$ cat config.mk
export PLATFORM = sky130hd
export DESIGN_NAME = ram_port_arbiter
export DESIGN_NICKNAME = d
export VERILOG_FILES = /design/src/rtl/ram_port_arbiter.sv
export SDC_FILE = /design/constraint.sdc
export NUM_CORES = 1
export LEC_CHECK = 0
export CAP_MARGIN = 30
export CORE_UTILIZATION = 42
export CTS_BUF_LIST = sky130_fd_sc_hd__clkbuf_4
export CTS_CLUSTER_SIZE = 20
export DETAILED_ROUTE_END_ITERATION = 7
export PLACE_DENSITY_LB_ADDON = 0.15
export RECOVER_POWER = 50
export SYNTH_ARGS = -nofsm -noshare
export SYNTH_HDL_FRONTEND = slang
export SYNTH_SLANG_ARGS = --single-unit
$ cat constraint.sdc
create_clock -name clk -period 2.14 [get_ports clk]
set_input_delay 0.428 -clock clk [delete_from_list [all_inputs] [get_ports clk]]
set_output_delay 0.428 -clock clk [all_outputs]
set_load 0.01 [all_outputs]
$ cat src/rtl/ram_port_arbiter.sv
// Arbiter sharing one single-port RAM between the CPU (read/write) and the readout unit (read-only).
// Combinational req/gnt with starvation escape; a one-deep return FSM routes read data to its owner.
module ram_port_arbiter #(
    parameter int ADDR_W     = 6,
    parameter int DATA_W     = 16,
    parameter int STARVE_MAX = 8
) (
    input  logic              clk,
    input  logic              reset,
    input  logic              cpu_req,
    input  logic              cpu_we,
    input  logic [ADDR_W-1:0] cpu_addr,
    input  logic [DATA_W-1:0] cpu_wdata,
    output logic              cpu_gnt,
    output logic              cpu_rvalid,
    output logic [DATA_W-1:0] cpu_rdata,
    input  logic              rd_req,
    input  logic [ADDR_W-1:0] rd_addr,
    output logic              rd_gnt,
    output logic              rd_rvalid,
    output logic [DATA_W-1:0] rd_rdata,
    output logic              ram_en,
    output logic              ram_we,
    output logic [ADDR_W-1:0] ram_addr,
    output logic [DATA_W-1:0] ram_din,
    input  logic [DATA_W-1:0] ram_dout
);

    localparam int CNT_W = 4;
    localparam logic [CNT_W-1:0] STARVE_LIM = CNT_W'(STARVE_MAX);

    typedef enum logic [1:0] {
        IDLE,
        RET_CPU,
        RET_RD
    } ret_state_e;

    ret_state_e        state_q,    state_d;
    logic [CNT_W-1:0]  starve_q,   starve_d;
    logic [ADDR_W-1:0] addr_q,     addr_d;
    logic [DATA_W-1:0] din_q,      din_d;
    logic [DATA_W-1:0] cpu_hold_q, cpu_hold_d;
    logic [DATA_W-1:0] rd_hold_q,  rd_hold_d;

    // NOTE: every signal assigned in always_comb gets a default first, so no path can infer a latch.
    always_comb begin
        cpu_gnt = 1'b0;
        rd_gnt  = 1'b0;
        if (!reset) begin
            if (rd_req && (starve_q == STARVE_LIM || !cpu_req)) begin
                rd_gnt = 1'b1;
            end else if (cpu_req) begin
                cpu_gnt = 1'b1;
            end
        end
    end

    // Address/data registers only move on a grant, so the RAM pins stay quiet while idle.
    always_comb begin
        addr_d = addr_q;
        din_d  = din_q;
        if (cpu_gnt) begin
            addr_d = cpu_addr;
            if (cpu_we) begin
                din_d = cpu_wdata;
            end
        end else if (rd_gnt) begin
            addr_d = rd_addr;
        end
        if (reset) begin
            addr_d = '0;
            din_d  = '0;
        end
        ram_en   = cpu_gnt | rd_gnt;
        ram_we   = cpu_gnt & cpu_we;
        ram_addr = addr_d;
        ram_din  = din_d;
    end

    always_comb begin
        starve_d = starve_q;
        if (reset || !rd_req || rd_gnt) begin
            starve_d = '0;
        end else if (starve_q != STARVE_LIM) begin
            starve_d = starve_q + CNT_W'(1);
        end
    end

    // Grants are already forced low in reset, so a read issued then never reaches a RET state.
    always_comb begin
        state_d = IDLE;
        if (cpu_gnt && !cpu_we) begin
            state_d = RET_CPU;
        end else if (rd_gnt) begin
            state_d = RET_RD;
        end
    end

    always_comb begin
        cpu_rvalid = !reset && (state_q == RET_CPU);
        rd_rvalid  = !reset && (state_q == RET_RD);
        cpu_hold_d = cpu_rvalid ? ram_dout : cpu_hold_q;
        rd_hold_d  = rd_rvalid  ? ram_dout : rd_hold_q;
        if (reset) begin
            cpu_hold_d = '0;
            rd_hold_d  = '0;
        end
        cpu_rdata = cpu_hold_d;
        rd_rdata  = rd_hold_d;
    end

    // NOTE: sequential state uses non-blocking assignments so every flop samples pre-edge values.
    always_ff @(posedge clk) begin
        state_q    <= state_d;
        starve_q   <= starve_d;
        addr_q     <= addr_d;
        din_q      <= din_d;
        cpu_hold_q <= cpu_hold_d;
        rd_hold_q  <= rd_hold_d;
    end

    a_one_grant: assert property (@(posedge clk) !(cpu_gnt && rd_gnt));
    a_we_cpu_only: assert property (@(posedge clk) ram_we |-> cpu_gnt);
    a_starve_bound: assert property (@(posedge clk) starve_q <= STARVE_LIM);

endmodule

==> run_results.csv, run 1 <==
group,metric,value,unit
setup_path,crit_chain,"inv_2 > ha_4 > nand4b_1 > and3_4 > buf_8 > mux2i_1 > buf_2",
grt,grt_pass1_wl,10.5,mm
setup_path,crit_start,"starve_q[0]$_SDFFE_PP0N_",
grt,grt_pass1_vias,2249,
routing,ant_nets,0,
finish,layout-drive-gt1-share,0.288,
grt,grt_antenna_before_repair,0,
setup_path,rr_startpoint,"starve_q[0]$_SDFFE_PP0N_",
clock_tree,cts_tree,"done",
grt,grt.total_usage,0.228,
placement,io_buffers,108,
yosys,syn-num-nets,329,
timing,slew-limit-headroom,0.809,
setup_path,critPathKind,"flip-flop to output pin",
timing,worst_slack,-0.197,ns
timing,setup_viol,24,
finish,fin_nets,468,
setup_path,crit_path_max_incr_delay,0.35,ns
yosys,synth.ff_latch_count,60,
finish,antenna_cells,0,
yosys,yosysTopAreaCell,"dfxtp_1",
finish,area_delta_synth_final,69.9,%
placement,gp_congestion,0.852,
timing,finClkSkew,0.00902,ns
yosys,synthTopCellsByArea,"dfxtp_1, nand2_1, mux2i_1",
worst_hold_path,hold_path_class,"flip-flop to flip-flop",
routing,drt-wirelength-per-cell,13.6,µm
outcome,violations,"negative setup slack",
routing,drtIter0Drc,65,
grt,grt_max_degree,36,
setup_path,regToRegSetupSlack,0.32,ns
yosys,synth_cell_type_count,24,
timing,max_clock_freq,0.428,GHz
setup_path,worst_r2r_path_depth,10,
timing,period_needed,2.34,ns
finish,seqCellArea,1210,µm²
routing,dr.pass1.iters,4,
placement,hpwl,4.30,mm
routing,drc,0,
worst_hold_path,whs_path_depth,2,
die,dieArea,5830,µm²
die,die_w,76.3,µm
worst_hold_path,hold_path_end,"rd_hold_q[4]$_DFF_P_",
power,vdd_ir_drop_max,0.377,mV
routing,vias,2410,
timing,post-route-period-util,1.09,
die,ioPinCount,109,
routing,wl,6.64,mm
clock_tree,cts_hold_buf,0,
setup_path,worstReg2RegEnd,"din_q[2]$_DFF_P_",
job,max_cap_viol_count,0,
power,power_density,561,nW/µm²
timing,tns,-3.03,ns
timing,max_slew.worst_pin.slew,0.286,ns
yosys,synth_warnings,0,
setup_path,setup.worst_path.end_class,"output pin",
setup_path,worst_setup_path_start_kind,"flip-flop",
grt,grt_remaining_overflow,0,
finish,fill_cells,412,
yosys,syn_inst,278,
clock_tree,cts_made_buffers,9,
clock_tree,cts_root_buf,"clkbuf_4",
yosys,ys_seq_area_frac,0.518,
timing,hold_violations,0,
clock_tree,clkLatencyLatePin,0.39,ns
yosys,synth_top_area_frac,0.518,
yosys,syn_area_per_cell,8.35,µm²
timing,slew_violations,0,
placement,dpl_worst_slack,-0.550,ns
yosys,netlist_area,2320,µm²
timing,rsz0062_at_grt,"yes",
outcome,status,"complete, but fails checks",
clock_tree,clockBufferDepth,2,
clock_tree,cts.sink_count,60,
routing,vias_per_cell,4.92,
setup_path,crit_arrival,1.91,ns
die,die_h,76.3,µm
die,initial_core_util,0.446,
die,core_area,5200,µm²
setup_path,cp_max_fo,5,
finish,multi_input_comb_area,1240,µm²
die,rows,26,
setup_path,slowest_stage,"dfxtp_2",
power,p_leak,1.70,nW
worst_hold_path,min_from,"rd_hold_q[4]$_DFF_P_",
timing,holdWs,0.459,ns
setup_path,crit_required,1.71,ns
clock_tree,cts_htree_levels,3,
clock_tree,clk_pin_slew_worst_paths,0.09,ns
-- critical path, delay by kind of cell, from the launching register on --
family	cells	cell delay (ns)
DFF	1	0.35
buffers and inverters	3	0.38
and+or+nand+nor	2	0.39
muxes	1	0.25
adders and majority gates	1	0.16
-- area by class of cell --
cell class                      count  area share
Sequential cell                    60       0.306
Clock buffer                        9      0.0171
Clock inverter                      5     0.00540
Multi-Input combinational cell    193       0.315
Inverter                            5     0.00476
Tap cell                           70      0.0222
Timing Repair Buffer              148       0.330
-- power breakdown --
part	switching, W	internal (W)
logic	0.000192	0.000233
clock network	0.000399	0.000211
registers	0.0000134	0.00116
total	0.000604	0.00161
-- cell families (layout without fill, tap and decap cells) --
family                   after synthesis  count (layout)  synth area share
AO/OA/AOI/OAI                         39              39            0.0906
XOR/XNOR                               1               1           0.00377
adder cells (fa/ha/maj)                2               2            0.0108
buffers and inverters                 25             167            0.0501
flip-flops                            60              60             0.518
multiplexers                          22              22            0.0949
AND/OR/NAND/NOR                      129             129             0.232
-- routing by layer --
layer | vias up | share of wire | track usage
li1 | 1195 | - | -
met4 | 0 | 0.017 | 0.102
met3 | 12 | 0.063 | 0.0623
met5 | - | 0 | 0
met1 | 1127 | 0.43 | 0.264
met2 | 76 | 0.49 | 0.390
-- state kept, by name (all words and copies together) (netlist names) --
signal,flops
cpu_hold_q,16
state_q,2
rd_hold_q,16
addr_q,6
din_q,16
starve_q,4
-- synthesized netlist by cell type --
master and number:
ha_1 2, clkinv_1 1, nand3_1 1, buf_1 1, and3_1 3, clkbuf_1 11, xor2_1 1, nor3_1 7
a211oi_1 6, inv_1 4, mux2i_1 22, nor2b_1 2, buf_2 6, nand3b_1 2, nor3b_1 1, nand4b_1 1
and4b_1 1, nand4_1 1, dfxtp_1 60, buf_6 2, a21oi_1 33, nand2_1 99, nor2_1 8, nand2b_1 3
-- cell usage in the layout (no fill, tap or decap), types with 4 or more instances in the layout --
| master | count |
|---|---|
| buf_2 | 21 |
| dlygate4sd2_1 | 29 |
| mux2i_2 | 5 |
| buf_4 | 32 |
| a21oi_1 | 27 |
| clkbuf_4 | 9 |
| a211oi_2 | 6 |
| a21oi_2 | 6 |
| dfxtp_1 | 56 |
| mux2i_4 | 8 |
| clkdlybuf4s15_1 | 6 |
| nand2_1 | 98 |
| nor3_2 | 5 |
| dfxtp_2 | 4 |
| mux2i_1 | 9 |
| buf_6 | 6 |
| clkinv_1 | 4 |
| clkdlybuf4s50_1 | 46 |
| nor2_1 | 8 |
-- metrics by stage --
stage	instance area, µm²	total power, W	std cells	util
floorplan	2320	0.00135	278	-
global placement	3590	0.00158	461	0.690
detailed placement	3590	0.00158	461	0.690
CTS	3790	0.00219	489	0.727
global route	3940	0.00231	490	0.757
finish	3940	0.00221	490	0.757
-- timing repair --
item / in CTS / in global routing
gates resized for setup: 176 / 41
setup endpoints to repair: 60 / 56
cloned: 2 / 0
pin swaps: 10 / 2
setup buffers: 12 / 1
-- worst max-delay path by stage --
stage	end	slack [ns]	cells past startpoint
after floorplan	ram_din[10]	0.24	7
after detailed placement	ram_addr[2]	-0.55	5
after global placement	ram_din[11]	-0.51	6
after CTS	ram_din[9]	-0.17	7
after global routing	ram_din[2]	-0.33	7
final	ram_din[2]	-0.20	7
(Power assumes the default switching activity.)
==> run 2: changes to the inputs <==
- CAP_MARGIN: 30 -> not set
- SETUP_SLACK_MARGIN: not set -> 0.4
==> run 2 against run 1 <==
Effect of this change:
- the flow still finishes with violations (negative setup slack)
- count of clock-buffer cells in the layout is 1 higher
- hold slack gained 0.019 ns
- maximum frequency down 4.1%
- critical path depth stayed put
- clock power grew 6.2%
- combinational power grew 47%
- power grew 11%
- largest power group unchanged
==> run_results.csv, run 2 (synthesis results as in run 1) <==
group,metric,value,unit
finish,area_delta_synth_final,108,%
setup_path,crit_start,"starve_q[0]$_SDFFE_PP0N_",
setup_path,crit_cells,7,
setup_path,worst_setup_path_start_kind,"flip-flop",
die,die_w,76.3,µm
timing,finClkSkew,0.0135,ns
setup_path,rr_startpoint,"starve_q[0]$_SDFFE_PP0N_",
clock_tree,cts_root_buf,"clkbuf_4",
setup_path,setup.worst_path.end_class,"output pin",
timing,max_clock_freq,0.410,GHz
die,initial_core_util,0.446,
timing,slew-limit-headroom,0.701,
finish,final_common_cell,"nand2_1",
finish,largestRegisters,"cpu_hold_q (16), din_q (16), rd_hold_q (16)",
timing,hold_violations,0,
setup_path,crit_buf_inv,3,
placement,io_buffers,108,
die,ioPinCount,109,
finish,multi_input_comb_area,1650,µm²
finish,fin_nets,514,
setup_path,crit_arrival,2.01,ns
clock_tree,clk_pin_slew_worst_paths,0.10,ns
finish,mostFrequentLayoutCells,"nand2_1, dfxtp_1, buf_6, buf_2, clkdlybuf4s50_1",
setup_path,crit_end,"ram_din[7]",
timing,post-route-period-util,1.14,
job,max_cap_viol_count,0,
timing,slew_violations,0,
clock_tree,cts_tree,"done",
routing,vias_per_cell,5.42,
clock_tree,cts_htree_levels,3,
grt,met2_usage,0.484,
grt,met1_usage,0.336,
worst_hold_path,hold_path_class,"flip-flop to flip-flop",
setup_path,regToRegSetupSlack,0.40,ns
clock_tree,cts_made_buffers,9,
outcome,status,"complete, but fails checks",
routing,vias,2908,
grt,grt_pass1_wl,12.8,mm
finish,fill_cells,173,
die,core_area,5200,µm²
placement,place_area,3770,µm²
grt,use_met3,0.0743,
grt,grt_pass1_vias,2680,
clock_tree,clkLatencyLatePin,0.42,ns
worst_hold_path,min_from,"din_q[1]$_DFF_P_",
routing,dr.pass1.iters,5,
die,die_h,76.3,µm
clock_tree,clockBufferDepth,2,
grt,grt.total_usage,0.281,
placement,gp_congestion,0.787,
power,total_power,0.00245,W
power,vdd_ir_drop_max,0.466,mV
setup_path,worst_r2r_path_depth,8,
finish,final_area,4840,µm²
clock_tree,cts.sink_count,60,
grt,busiest_layer,"met2",
power,power_density,507,nW/µm²
setup_path,crit_path_max_incr_delay,0.37,ns
grt,grt_antenna_before_repair,0,
finish,seqCellArea,1210,µm²
die,dieArea,5830,µm²
finish,antenna_cells,0,
timing,worst_slack,-0.296,ns
timing,max_slew.worst_pin.slew,0.448,ns
setup_path,critical-path-top-delay-family,"buffers and inverters",
setup_path,cp_max_fo,8,
outcome,violations,"negative setup slack",
timing,setup_viol,57,
timing,rsz0062_at_grt,"yes",
placement,hpwl,4.49,mm
routing,drt-wirelength-per-cell,21.2,µm
setup_path,crit_chain,"inv_2 > ha_4 > nand4b_1 > and3_4 > buf_16 > mux2i_4 > buf_2",
setup_path,critPathKind,"flip-flop to output pin",
routing,drtIter0Drc,173,
die,rows,26,
grt,grt_remaining_overflow,0,
power,p_leak,2.17,nW
timing,period_needed,2.44,ns
grt,grt_max_degree,33,
routing,ant_nets,0,
finish,final_core_util,0.929,
setup_path,crit_required,1.71,ns
routing,drc,0,
setup_path,worstReg2RegEnd,"din_q[0]$_DFF_P_",
setup_path,slowest_stage,"dfxtp_2",
finish,layout-drive-gt1-share,0.548,
routing,wl,11.4,mm
==> run 2: timing repair <==
| item | CTS | global route |
|---|---|---|
| gates resized for setup | 373 | 62 |
| endpoints found under the setup margin | 60 | 59 |
| buffers inserted | 37 | 20 |
| gates cloned | 3 | 0 |
| hold buffers | 0 | 0 |
| pin swaps | 32 | 23 |
| endpoints found under the hold margin | 0 | 0 |
==> run 2: worst min-delay path, stage by stage, from the launching register on <==
cell     delay, ns
dfxtp_1       0.31
nand2_1       0.05
mux2i_1       0.07
==> run 2: layout make-up <==
cell class | count | area share
flip-flops and latches | 60 | 0.250
well taps | 70 | 0.0181
multi-input cells | 193 | 0.341
inverters | 5 | 0.00388
clock inverters | 5 | 0.00414
clock buffers | 10 | 0.0155
repair buffers | 194 | 0.368
==> run 2: per-layer routing <==
layer | up-vias | part of all wire
met1 | 1390 | 0.36
met4 | 0 | 0.056
met3 | 59 | 0.070
li1 | 1280 | -
met5 | - | 0
met2 | 179 | 0.51
==> run 2: how the worst min path moves through the flow <==
stage	slack (ns)	to	cells after the start
2_1_floorplan	0.42	starve_q[0]$_SDFFE_PP0N_	1
3_3_place_gp	0.44	cpu_hold_q[4]$_DFF_P_	2
3_5_place_dp	0.45	rd_hold_q[10]$_DFF_P_	2
4_1_cts	0.46	rd_hold_q[5]$_DFF_P_	2
5_1_grt	0.50	din_q[1]$_DFF_P_	2
6_report	0.48	din_q[1]$_DFF_P_	2
==> run 2: where the power goes <==
| group | leakage, nW | total, W | internal (W) | switching (W) |
|---|---|---|---|---|
| sequential | 0.491 | 0.00118 | 0.00116 | 0.0000193 |
| combinational | 1.62 | 0.000625 | 0.000327 | 0.000298 |
| clock | 0.0562 | 0.000648 | 0.000229 | 0.000420 |
| total | 2.17 | 0.00245 | 0.00172 | 0.000737 |
==> run 2: per-stage QoR <==
step	hold WS (ns)	setup slack, ns	TNS [ns]	std cells
finish	0.478	-0.296	-10.64	537
CTS	0.458	-0.178	-3.20	517
floorplan	0.418	0.339	0	278
global placement	0.439	-0.506	-18.71	462
global route	0.500	-0.347	-14.26	537
detailed placement	0.452	-0.553	-20.52	462
